$ cat config.mk
export PLATFORM = sky130hd
export DESIGN_NAME = uart_rx_os
export DESIGN_NICKNAME = d
export VERILOG_FILES = /design/src/rtl/uart_pkg.sv /design/src/rtl/uart_baud_tick.sv /design/src/rtl/uart_rx_os.sv
export SDC_FILE = /design/constraint.sdc
export NUM_CORES = 1
export LEC_CHECK = 0
export BUFFER_PORTS_ARGS = -buffer_cell sky130_fd_sc_hd__buf_4
export CAP_MARGIN = 40
export CORE_UTILIZATION = 61
export DETAILED_ROUTE_END_ITERATION = 16
export PLACE_DENSITY = 0.79
export SLEW_MARGIN = 20
export SYNTH_ARGS = -nofsm -noshare
export SYNTH_HDL_FRONTEND = slang
export SYNTH_SLANG_ARGS = --single-unit
$ cat constraint.sdc
create_clock -name clk -period 2.4 [get_ports clk]
set_input_delay 0.36 -clock clk [delete_from_list [all_inputs] [get_ports clk]]
set_output_delay 0.36 -clock clk [all_outputs]
set_load 0.05 [all_outputs]
$ cat src/rtl/uart_pkg.sv
// Shared UART definitions: receiver state encoding and oversampling rate.
package uart_pkg;

    localparam int OS_RATE = 16;

    typedef enum logic [2:0] {
        IDLE,
        START,
        DATA,
        PARITY,
        STOP,
        WAIT_HI
    } uart_rx_state_t;

endpackage

$ cat src/rtl/uart_baud_tick.sv
// Oversample tick generator: a one-clk pulse every DIV clocks, restartable
// with a synchronous clear so the receiver can phase-align to a start edge.
module uart_baud_tick #(
    parameter int DIV = 10
) (
    input  logic clk,
    input  logic rst,
    input  logic clr,
    output logic tick
);
    localparam int CW = (DIV > 2) ? $clog2(DIV) : 1;
    localparam logic [CW-1:0] LAST = CW'(DIV - 1);

    logic [CW-1:0] cnt_reg;

    // A divider below 2 cannot produce a distinct tick phase.
    generate
        if (DIV < 2) begin : g_div_check
            $error("uart_baud_tick: DIV must be at least 2");
        end
    endgenerate

    assign tick = (cnt_reg == LAST);

    // Free-running modulo-DIV counter, restarted by reset or clear.
    always_ff @(posedge clk) begin
        if (rst || clr) begin
            cnt_reg <= '0;
        end else if (tick) begin
            cnt_reg <= '0;
        end else begin
            cnt_reg <= cnt_reg + CW'(1);
        end
    end

endmodule

$ cat src/rtl/uart_rx_os.sv
// 16x oversampling UART receiver, 8 data bits LSB first, optional parity,
// one stop bit, with a one-entry valid/ready holding register on the output.
module uart_rx_os
    import uart_pkg::*;
#(
    parameter int CLK_FREQ   = 1536000,
    parameter int BAUD_RATE  = 9600,
    parameter int PARITY_EN  = 0,
    parameter int PARITY_ODD = 0
) (
    input  logic       clk,
    input  logic       rst,
    input  logic       rx,
    output logic [7:0] rx_data,
    output logic       rx_valid,
    input  logic       rx_ready,
    output logic       frame_err,
    output logic       parity_err,
    output logic       overrun,
    output logic       busy
);
    localparam int         DIV         = CLK_FREQ / (BAUD_RATE * OS_RATE);
    localparam logic [3:0] MID_SAMPLE  = 4'(OS_RATE / 2 - 1);
    localparam logic [3:0] LAST_SAMPLE = 4'(OS_RATE - 1);
    localparam logic       PAR_EN      = (PARITY_EN != 0);
    localparam logic       PAR_ODD     = (PARITY_ODD != 0);

    logic [1:0]     sync_reg;
    logic           rx_s;
    logic           tick;
    logic           tick_clr;

    uart_rx_state_t state_reg, state_next;
    logic [3:0]     scnt_reg, scnt_next;
    logic [2:0]     bcnt_reg, bcnt_next;
    logic [7:0]     shift_reg, shift_next;
    logic           perr_reg, perr_next;
    logic           ferr_reg, ferr_next;
    logic           deliver_reg, deliver_next;

    logic [7:0]     rx_data_reg;
    logic           rx_valid_reg;
    logic           frame_err_reg;
    logic           parity_err_reg;
    logic           overrun_reg;
    logic           handshake;

    assign rx_s       = sync_reg[1];
    assign handshake  = rx_valid_reg && rx_ready;
    assign rx_data    = rx_data_reg;
    assign rx_valid   = rx_valid_reg;
    assign frame_err  = frame_err_reg;
    assign parity_err = parity_err_reg;
    assign overrun    = overrun_reg;
    assign busy       = (state_reg != IDLE);

    uart_baud_tick #(
        .DIV (DIV)
    ) u_tick (
        .clk  (clk),
        .rst  (rst),
        .clr  (tick_clr),
        .tick (tick)
    );

    // Two-flop synchronizer; resets to the idle (high) line level.
    always_ff @(posedge clk) begin
        if (rst) begin
            sync_reg <= 2'b11;
        end else begin
            sync_reg <= {sync_reg[0], rx};
        end
    end

    // Frame state, counters and capture registers.
    always_ff @(posedge clk) begin
        if (rst) begin
            state_reg   <= IDLE;
            scnt_reg    <= '0;
            bcnt_reg    <= '0;
            shift_reg   <= '0;
            perr_reg    <= 1'b0;
            ferr_reg    <= 1'b0;
            deliver_reg <= 1'b0;
        end else begin
            state_reg   <= state_next;
            scnt_reg    <= scnt_next;
            bcnt_reg    <= bcnt_next;
            shift_reg   <= shift_next;
            perr_reg    <= perr_next;
            ferr_reg    <= ferr_next;
            deliver_reg <= deliver_next;
        end
    end

    // Next-state logic: start validation at mid-bit, then one sample per bit
    // centre; the stop sample raises a one-cycle delivery request.
    always_comb begin
        state_next   = state_reg;
        scnt_next    = scnt_reg;
        bcnt_next    = bcnt_reg;
        shift_next   = shift_reg;
        perr_next    = perr_reg;
        ferr_next    = ferr_reg;
        deliver_next = 1'b0;
        tick_clr     = 1'b0;
        case (state_reg)
            IDLE: begin
                if (!rx_s) begin
                    state_next = START;
                    scnt_next  = '0;
                    bcnt_next  = '0;
                    perr_next  = 1'b0;
                    tick_clr   = 1'b1;
                end
            end
            START: begin
                if (tick) begin
                    scnt_next = scnt_reg + 4'd1;
                    if (scnt_reg == MID_SAMPLE) begin
                        scnt_next  = '0;
                        state_next = rx_s ? IDLE : DATA;
                    end
                end
            end
            DATA: begin
                if (tick) begin
                    scnt_next = scnt_reg + 4'd1;
                    if (scnt_reg == LAST_SAMPLE) begin
                        shift_next = {rx_s, shift_reg[7:1]};
                        bcnt_next  = bcnt_reg + 3'd1;
                        if (bcnt_reg == 3'd7) begin
                            state_next = PAR_EN ? PARITY : STOP;
                        end
                    end
                end
            end
            PARITY: begin
                if (tick) begin
                    scnt_next = scnt_reg + 4'd1;
                    if (scnt_reg == LAST_SAMPLE) begin
                        perr_next  = ((^shift_reg) ^ rx_s) != PAR_ODD;
                        state_next = STOP;
                    end
                end
            end
            STOP: begin
                if (tick) begin
                    scnt_next = scnt_reg + 4'd1;
                    if (scnt_reg == LAST_SAMPLE) begin
                        ferr_next    = !rx_s;
                        deliver_next = 1'b1;
                        // A low stop bit may be a break; wait for the line to
                        // return high before hunting for a new start.
                        state_next   = rx_s ? IDLE : WAIT_HI;
                    end
                end
            end
            WAIT_HI: begin
                if (rx_s) begin
                    state_next = IDLE;
                end
            end
            default: begin
                state_next = IDLE;
            end
        endcase
    end

    // Output holding register: load when empty or being drained this cycle,
    // otherwise drop the byte and flag overrun.
    always_ff @(posedge clk) begin
        if (rst) begin
            rx_data_reg    <= '0;
            rx_valid_reg   <= 1'b0;
            frame_err_reg  <= 1'b0;
            parity_err_reg <= 1'b0;
            overrun_reg    <= 1'b0;
        end else if (deliver_reg) begin
            if (!rx_valid_reg || handshake) begin
                rx_data_reg    <= shift_reg;
                frame_err_reg  <= ferr_reg;
                parity_err_reg <= perr_reg && PAR_EN;
                rx_valid_reg   <= 1'b1;
                if (handshake) begin
                    overrun_reg <= 1'b0;
                end
            end else begin
                overrun_reg <= 1'b1;
            end
        end else if (handshake) begin
            rx_valid_reg <= 1'b0;
            overrun_reg  <= 1'b0;
        end
    end

endmodule

==> results of run 1 <==
## through the flow
step / std cells / hold WS, ps / power [W]
final: 219 / 202 / 0.00112
after global routing: 219 / 187 / 0.00116
after CTS: 219 / 185 / 0.00113
after detailed placement: 211 / 397 / 0.000686
after global placement: 211 / 395 / 0.000683
after floorplan: 175 / 389 / 0.000674
## worst max path at each step
stage / from / cells past startpoint / slack (ps) / endpoint
after floorplan: state_reg[0]$_SDFFE_PP0P_ / 5 / 640 / scnt_reg[3]$_SDFFE_PP0P_
after global placement: u_tick.cnt_reg[0]$_SDFF_PP0_ / 5 / 740 / scnt_reg[3]$_SDFFE_PP0P_
after detailed placement: u_tick.cnt_reg[0]$_SDFF_PP0_ / 5 / 640 / scnt_reg[3]$_SDFFE_PP0P_
after CTS: u_tick.cnt_reg[0]$_SDFF_PP0_ / 5 / 630 / scnt_reg[3]$_SDFFE_PP0P_
after global routing: u_tick.cnt_reg[0]$_SDFF_PP0_ / 5 / 490 / scnt_reg[3]$_SDFFE_PP0P_
final: u_tick.cnt_reg[0]$_SDFF_PP0_ / 5 / 630 / scnt_reg[3]$_SDFFE_PP0P_
## Yosys cell counts (3+ instances only)
library cell / count
dfxtp_1: 37
nand2_1: 20
a21oi_1: 17
nor2_1: 17
mux2i_1: 9
inv_1: 6
o21ai_0: 6
ha_1: 5
buf_2: 4
nand2b_1: 4
clkbuf_1: 3
nand3_1: 3
nor3_1: 3
or3_1: 3
## final cells by class
| cell class | count | area share, % |
|---|---|---|
| Tap cell | 30 | 2.12 |
| Inverter | 6 | 1.27 |
| Clock inverter | 2 | 2.12 |
| Sequential cell | 37 | 41.9 |
| Timing Repair Buffer | 17 | 7.21 |
| Clock buffer | 6 | 2.90 |
| Multi-Input combinational cell | 121 | 42.5 |
## kinds of logic (layout without fill, tap and decap cells)
family | after synthesis | in the layout | synth area share (%)
compound gates | 35 | 35 | 13.5
xor+xnor | 3 | 3 | 1.66
fa+ha+maj | 5 | 5 | 3.96
buf+inv | 17 | 31 | 5.54
flops | 37 | 37 | 46.9
mux | 10 | 10 | 6.41
other cells | 1 | 1 | 0.237
simple gates | 67 | 67 | 21.8
## power groups by stage
| stage | Sequential (W) | Combinational (W) | Clock [W] |
|---|---|---|---|
| CTS | 0.000628 | 0.0000446 | 0.000461 |
| global placement | 0.000641 | 0.0000417 | 0 |
| floorplan | 0.000639 | 0.0000353 | 0 |
| finish | 0.000628 | 0.0000444 | 0.000451 |
| detailed placement | 0.000642 | 0.0000444 | 0 |
| global route | 0.000629 | 0.0000497 | 0.000484 |
## layer usage
layer	vias to the layer above	track usage (%)	share of wire [%]
met2	37	43.0	52
met1	592	24.6	40
li1	632	-	-
met5	-	0	0
met4	0	9.21	1.7
met3	5	8.62	5.5
## worst max-delay path, delay by kind of cell, from the launching register on
family	cells	cell delay [ps]
simple gates	3	720
flops	1	400
fa+ha+maj	1	190
compound gates	1	360
==> run summary, run 1 <==
reg2reg path depth: 5
pwr dens: 635 nW/um^2
peak per-stage delay on the critical path: 400 ps
Yosys top cell area share: 46.9%
Final Cycle Share: 73.9%
n_diodes: 0
total track usage: 23.8%
slew margin rel.: 65.3%
clock buffer depth: 2
CP max-delay cell: dfxtp_1
post-CTS setup buffer count: 0
Clk pwr share: 40.1%
Setup Skew: 12.0 ps
final WL: 2.87 mm
main area contributors after synthesis: dfxtp_1 47%, mux2i_1 5.7%, a21oi_1 5.4%
flop2flop setup slack: 630 ps
Setup TNS: 0 ps
RSZ-0062 raised after global routing: no
Critical R2R Launch: u_tick.cnt_reg[0]$_SDFF_PP0_
vias in the first global route: 1118
CP endpoint kind: flop
DP Worst Slack: 644 ps
DIE AREA: 2800 sq um
layout net count: 197
initial antenna violation count: 0
Max Slew Vio Count: 0
outcome: finished clean
Buffers on Ports: 15
final RePlAce weighted congestion: 0.868
CTS tree: done
Initial Util: 64.4%
hold_sp: rx
chip height: 52.9 um
final setup margin: 625 ps
Worst setup SP type: flop
Synth Flop Type: dfxtp_1
#FFs+latches synth: 37
global-route wire length before repair: 4.63 mm
commonest cells after routing, fill and taps aside: 37 x dfxtp_1, 20 x nand2_1, 17 x nor2_1, 17 x a21oi_1, 17 x buf_4
CTS Buf Count: 5
Die W: 52.9 um
DRC viols: 0
Fin. Hold Viols: 0
Synth Instances: 175
share of cells above drive strength 1: 16.4%
sequential share of power: 55.9%
CP max FO: 7
largest net degree at the start of global routing: 34
slew at the pin closest to its max-slew limit: 516 ps
largest area contributor in the netlist: dfxtp_1
CP Data Arrival Time: 2010 ps
ys async rst share: 0%
kind of critical path: flop to flop
grt total ovfl: 0
Mapped Area: 1580 sq um
setup violators final: 0
cts-stage hold buffer count: 0
post-route cell area: 1770 sq um
post-CTS sizing: 0
number of synthesized flops with an enable pin: 0
Max Fclk: 563 MHz
switching power: 0.000239 W
Area Overhead vs Synth: 12.0%
CTS Root Cell: clkbuf_4
DR WL/cell: 13.1 um
maximum vdd drop: 0.000539 V
Seq. cell area: 741 sq um
area occupied by multi-input gates: 752 sq um
MaxCap Viol Count: 0
hold endpoint: sync_reg[0]$_SDFF_PP1_
register area share after synthesis: 46.9%
Sw Ratio: 21.3%
vias: 1266
Combinational Power Share: 3.9%
Worst R2R End: scnt_reg[3]$_SDFFE_PP0P_
Reg clk slew, reported paths: 100 ps
worst path cell trace: ha_1, nand3b_1, nor3b_1, nor3_1, a221o_1
1st-pass router iterations: 4
I/O pin cnt: 17
P_leak: 0.754 nW
# rows: 18
Unique masters post-synth: 42
syn avg cell area: 9.03 sq um
clk sinks: 37
H-tree depth: 2
fin crit period: 1770 ps
Final Util: 72.1%
cell-internal power: 0.000884 W
Hold Path Class: input port to flop
Yosys Warn Count: 0
core area: 2450 sq um
Fill cells: 189
detailed placer's ending HPWL: 2.11 mm
clock latency on the worst-skew pair: 340 ps
Routed Antenna Nets: 0
post-synth net total: 184
initial drt markers: 28
most common cell after layout, fill and taps aside: dfxtp_1
Required @ worst endpoint: 2630 ps
Worst Hold Depth: 2
placed inst area: 1680 sq um
via/cell ratio: 5.78
No activity file was read; power rests on OpenSTA's default activity.
==> run 2, diff against run 1 <==
--- a/config.mk
+++ b/config.mk
@@ -7,9 +7,9 @@
 export LEC_CHECK = 0
 export BUFFER_PORTS_ARGS = -buffer_cell sky130_fd_sc_hd__buf_4
 export CAP_MARGIN = 40
-export CORE_UTILIZATION = 61
+export CORE_UTILIZATION = 51
 export DETAILED_ROUTE_END_ITERATION = 16
-export PLACE_DENSITY = 0.79
+export PLACE_DENSITY = 0.71
 export SLEW_MARGIN = 20
 export SYNTH_ARGS = -nofsm -noshare
 export SYNTH_HDL_FRONTEND = slang
==> constraint.sdc (replaced) <==
create_clock -name clk -period 1.45 [get_ports clk]
set_input_delay 0.2175 -clock clk [delete_from_list [all_inputs] [get_ports clk]]
set_output_delay 0.2175 -clock clk [all_outputs]
set_load 0.05 [all_outputs]
==> run 2 against run 1 <==
  * Flip-flop and latch count unchanged
  * Critical path depth decreased by 2
  * Non-clock buffer count rose by 34
  * Power rose by 73%
  * Combinational power grew to 3.1 times the previous value
  * Register-to-register slack got worse by 740 ps
  * The run now ends with design-rule violations, negative setup slack left
  * Clock skew is 2.4 ps lower
  * Die area rose by 19%
  * Largest cell class unchanged
  * Highest routed layer unchanged
  * Worst setup slack worse by 750 ps
  * Critical endpoint is now busy
  * Count of clock-buffer cells in the layout unchanged
==> run summary, run 2 (synthesis gave the netlist of run 1 again) <==
fin crit period: 1570 ps
CP endpoint kind: output port
I/O pin cnt: 17
CTS tree: done
Max Slew Vio Count: 0
Area Overhead vs Synth: 40.9%
CP top delay family: simple AND/OR/NAND/NOR gates
Max Fclk: 635 MHz
initial antenna violation count: 0
Sw Ratio: 22.8%
RSZ-0062 raised after global routing: yes
clock buffer depth: 2
switching power: 0.000442 W
DR WL/cell: 15.9 um
chip height: 57.7 um
Worst setup SP type: flop
final RePlAce weighted congestion: 0.846
peak per-stage delay on the critical path: 390 ps
n_diodes: 0
pwr dens: 871 nW/um^2
via/cell ratio: 5.74
final setup margin: -124 ps
Final Cycle Share: 109%
failing checks: design-rule violations, negative setup slack
cts-stage hold buffer count: 0
detailed placer's ending HPWL: 2.42 mm
CTS Buf Count: 5
Fin. Hold Viols: 0
CTS Root Cell: clkbuf_4
final WL: 4.05 mm
global-route wire length before repair: 6.01 mm
total track usage: 23.6%
CP max-delay cell: or3_4
CP Data Arrival Time: 1360 ps
flop2flop setup slack: -110 ps
clk sinks: 37
cell-internal power: 0.00150 W
Min Hold Slack: 42.2 ps
placed inst area: 1910 sq um
maximum vdd drop: 0.000801 V
Buffers on Ports: 15
Fill cells: 182
clock latency on the worst-skew pair: 350 ps
largest net degree at the start of global routing: 24
Die W: 57.7 um
grt total ovfl: 0
Hold Path Class: input port to flop
DIE AREA: 3330 sq um
Setup TNS: -1640 ps
post-route cell area: 2230 sq um
Routed Antenna Nets: 0
initial drt markers: 83
P_leak: 0.951 nW
MaxCap Viol Count: 0
worst path cell trace: or3_4, buf_6, buf_8
vias: 1459
commonest cells after routing, fill and taps aside: 43 x buf_4, 28 x dfxtp_1, 18 x nand2_1, 14 x a21oi_1, 13 x nor2_1
share of cells above drive strength 1: 44.4%
Required @ worst endpoint: 1230 ps
H-tree depth: 2
Reg clk slew, reported paths: 120 ps
1st-pass router iterations: 11
sequential share of power: 53.3%
kind of critical path: flop to output port
Buf+Inv Stages, Crit Path: 2
outcome: complete, but fails checks
# rows: 19
Initial Util: 55.4%
Combinational Power Share: 7.0%
most common cell after layout, fill and taps aside: buf_4
setup violators final: 20
vias in the first global route: 1366
layout net count: 231
CP max FO: 2
Setup Skew: 9.55 ps
Clk pwr share: 39.7%
core area: 2850 sq um
DRC viols: 2
-- run 2: power by group through the flow --
stage	registers, W	logic [W]	clock network (W)
after floorplan	0.00106	0.0000639	0
after global placement	0.00106	0.000103	0
after detailed placement	0.00106	0.000108	0
after CTS	0.00103	0.000120	0.000769
after global routing	0.00103	0.000148	0.000804
final	0.00103	0.000136	0.000770
-- run 2: per-stage QoR --
step / util, % / setup slack [ps] / cells / total power [W]
floorplan: - / -116 / 175 / 0.00112
global placement: 67.1 / -90.3 / 240 / 0.00116
detailed placement: 67.1 / -119 / 240 / 0.00117
CTS: 71.9 / -116 / 250 / 0.00192
global route: 78.0 / -189 / 254 / 0.00199
finish: 78.0 / -124 / 254 / 0.00194
-- run 2: what timing repair did --
action | 4_1_cts | 5_1_grt
pin swaps | 0 | 23
endpoints found under the setup margin | 22 | 24
buffers inserted | 2 | 4
gates resized for setup | 10 | 37
-- run 2: path summary, 6_finish.rpt --
path / startpoint / end / cells past startpoint
min reg2reg: sync_reg[0]$_SDFF_PP1_ / sync_reg[1]$_SDFF_PP1_ / 1
max: state_reg[2]$_SDFFE_PP0P_ / busy / 3
max reg2reg: u_tick.cnt_reg[1]$_SDFF_PP0_ / shift_reg[5]$_SDFFE_PP0P_ / 8
min: rx / sync_reg[0]$_SDFF_PP1_ / 2
-- run 2: layer usage --
metal	global-route usage (%)	vias to the layer above	wire (um)
li1	-	697	-
met1	27.9	696	1780
met2	40.4	45	2010
met3	6.25	21	159
met4	10.5	0	104
met5	0	-	0
-- run 2: cell type report --
type | count | area (sq um) | area share (%)
Clock buffer | 6 | 51.3 | 2.30
Clock inverter | 2 | 37.5 | 1.69
Inverter | 6 | 22.5 | 1.01
Multi-Input combinational cell | 121 | 900 | 40.4
Sequential cell | 37 | 759 | 34.1
Tap cell | 31 | 38.8 | 1.74
Timing Repair Buffer | 51 | 417 | 18.7
==> run 3, diff against run 2 <==
--- a/config.mk
+++ b/config.mk
@@ -7,6 +7,7 @@
 export LEC_CHECK = 0
 export BUFFER_PORTS_ARGS = -buffer_cell sky130_fd_sc_hd__buf_4
 export CAP_MARGIN = 40
+export CORE_MARGIN = 5
 export CORE_UTILIZATION = 51
 export DETAILED_ROUTE_END_ITERATION = 16
 export PLACE_DENSITY = 0.71
==> run 3 against run 2 <==
  * The flow finishes with violations (negative setup slack)
  * Highest routed layer unchanged
  * Largest cell class unchanged
  * Sequential share of layout area down 1.2 points
  * Die area up 30%
  * Via count down 2.3%
==> run summary, run 3 (synthesis gave the netlist of run 1 again) <==
outcome: complete, but fails checks
failing checks: negative setup slack
total track usage: 19.3%
cts-stage hold buffer count: 0
clock buffer depth: 2
maximum vdd drop: 0.000822 V
grt total ovfl: 0
Max Fclk: 616 MHz
# rows: 20
initial antenna violation count: 0
P_leak: 0.964 nW
area occupied by multi-input gates: 977 sq um
Buf+Inv Stages, Crit Path: 3
H-tree depth: 2
Max Slew Vio Count: 0
global-route wire length before repair: 6.38 mm
vias: 1425
kind of critical path: flop to flop
vias in the first global route: 1423
Crit path depth: 8
worst path cell trace: inv_2, ha_4, nand3b_1, buf_6, nor4_4, buf_4, nand2_2, a21oi_2
Fin. Hold Viols: 0
RSZ-0062 raised after global routing: yes
Seq. cell area: 754 sq um
final WL: 3.97 mm
reg2reg path depth: 8
CTS Buf Count: 5
share of cells above drive strength 1: 50.5%
placed cell count: 240
1st-pass router iterations: 4
Fill cells: 202
Area Overhead vs Synth: 45.1%
detailed placer's ending HPWL: 2.44 mm
CP max FO: 4
CTS Root Cell: clkbuf_4
clock latency on the worst-skew pair: 340 ps
CP max-delay cell: dfxtp_2
pwr dens: 844 nW/um^2
Final Cycle Share: 112%
chip height: 65.7 um
Initial Util: 52.6%
most common cell after layout, fill and taps aside: buf_4
Reg clk slew, reported paths: 120 ps
Setup Skew: 9.02 ps
setup violators final: 18
layout net count: 230
Worst Hold Depth: 2
I/O pin cnt: 17
Hold Path Class: input port to flop
CTS tree: done
CP top delay family: simple AND/OR/NAND/NOR gates
placed inst area: 1900 sq um
clk sinks: 37
n_diodes: 0
post-route cell area: 2290 sq um
Overall Power: 0.00194 W
Die W: 65.7 um
core area: 3000 sq um
initial drt markers: 124
commonest cells after routing, fill and taps aside: 42 x buf_4, 30 x dfxtp_1, 16 x nor2_1, 13 x nand2_2, 10 x a21oi_2
Final Util: 76.4%
DIE AREA: 4310 sq um
MaxCap Viol Count: 0
largest net degree at the start of global routing: 18
Required @ worst endpoint: 1740 ps
via/cell ratio: 5.59
final setup margin: -173 ps
Worst setup SP type: flop
Buffers on Ports: 15
CP Data Arrival Time: 1910 ps
fin crit period: 1620 ps
CP endpoint kind: flop
DR WL/cell: 15.6 um
final instance count without filler cells: 255
Routed Antenna Nets: 0
final RePlAce weighted congestion: 0.880
peak per-stage delay on the critical path: 340 ps
DRC viols: 0
-- run 3: changes by cell type in the layout (fill, tap and decap cells not counted), sizes merged --
cell  change
buf       -1
-- run 3: where the power goes --
part	switching [W]	internal, W	total, W
Clock	0.000352	0.000410	0.000762
Sequential	0.00000855	0.00103	0.00103
Combinational	0.0000740	0.0000652	0.000139
-- run 3: final timing paths --
kind                               end                          from  slack, ps
max reg2reg  shift_reg[6]$_SDFFE_PP0P_  u_tick.cnt_reg[1]$_SDFF_PP0_       -170
min             sync_reg[0]$_SDFF_PP1_                            rx         50
max          shift_reg[6]$_SDFFE_PP0P_  u_tick.cnt_reg[1]$_SDFF_PP0_       -170
min reg2reg     sync_reg[1]$_SDFF_PP1_        sync_reg[0]$_SDFF_PP1_        440
-- run 3: routing by layer --
layer,up-vias,GRT usage [%],part of all wire [%]
met4,0,10.1,3.0
met3,11,5.81,4.2
met1,674,21.8,41
met2,41,32.4,52
met5,-,0,0
li1,699,-,-
-- run 3: what timing repair did --
item,in CTS,in global routing
gates cloned,0,0
setup endpoints to repair,18,20
gates resized for setup,42,24
pin swaps,20,20
setup buffers,3,7
-- run 3: cell type report --
| type | count | share of cell area, % |
|---|---|---|
| Multi-Input combinational cell | 121 | 42.6 |
| Sequential cell | 37 | 32.9 |
| Timing Repair Buffer | 50 | 17.8 |
| Clock buffer | 6 | 2.24 |
| Tap cell | 33 | 1.80 |
| Clock inverter | 2 | 1.64 |
| Inverter | 6 | 0.982 |
-- run 3: per-stage QoR --
step | hold WS [ps] | TNS [ps] | setup slack (ps)
after floorplan | 318 | -1270 | -116
after global placement | 393 | -558 | -69.7
after detailed placement | 405 | -1220 | -109
after CTS | 37.3 | -1240 | -131
after global routing | 27.5 | -4160 | -275
final | 53.9 | -2180 | -173
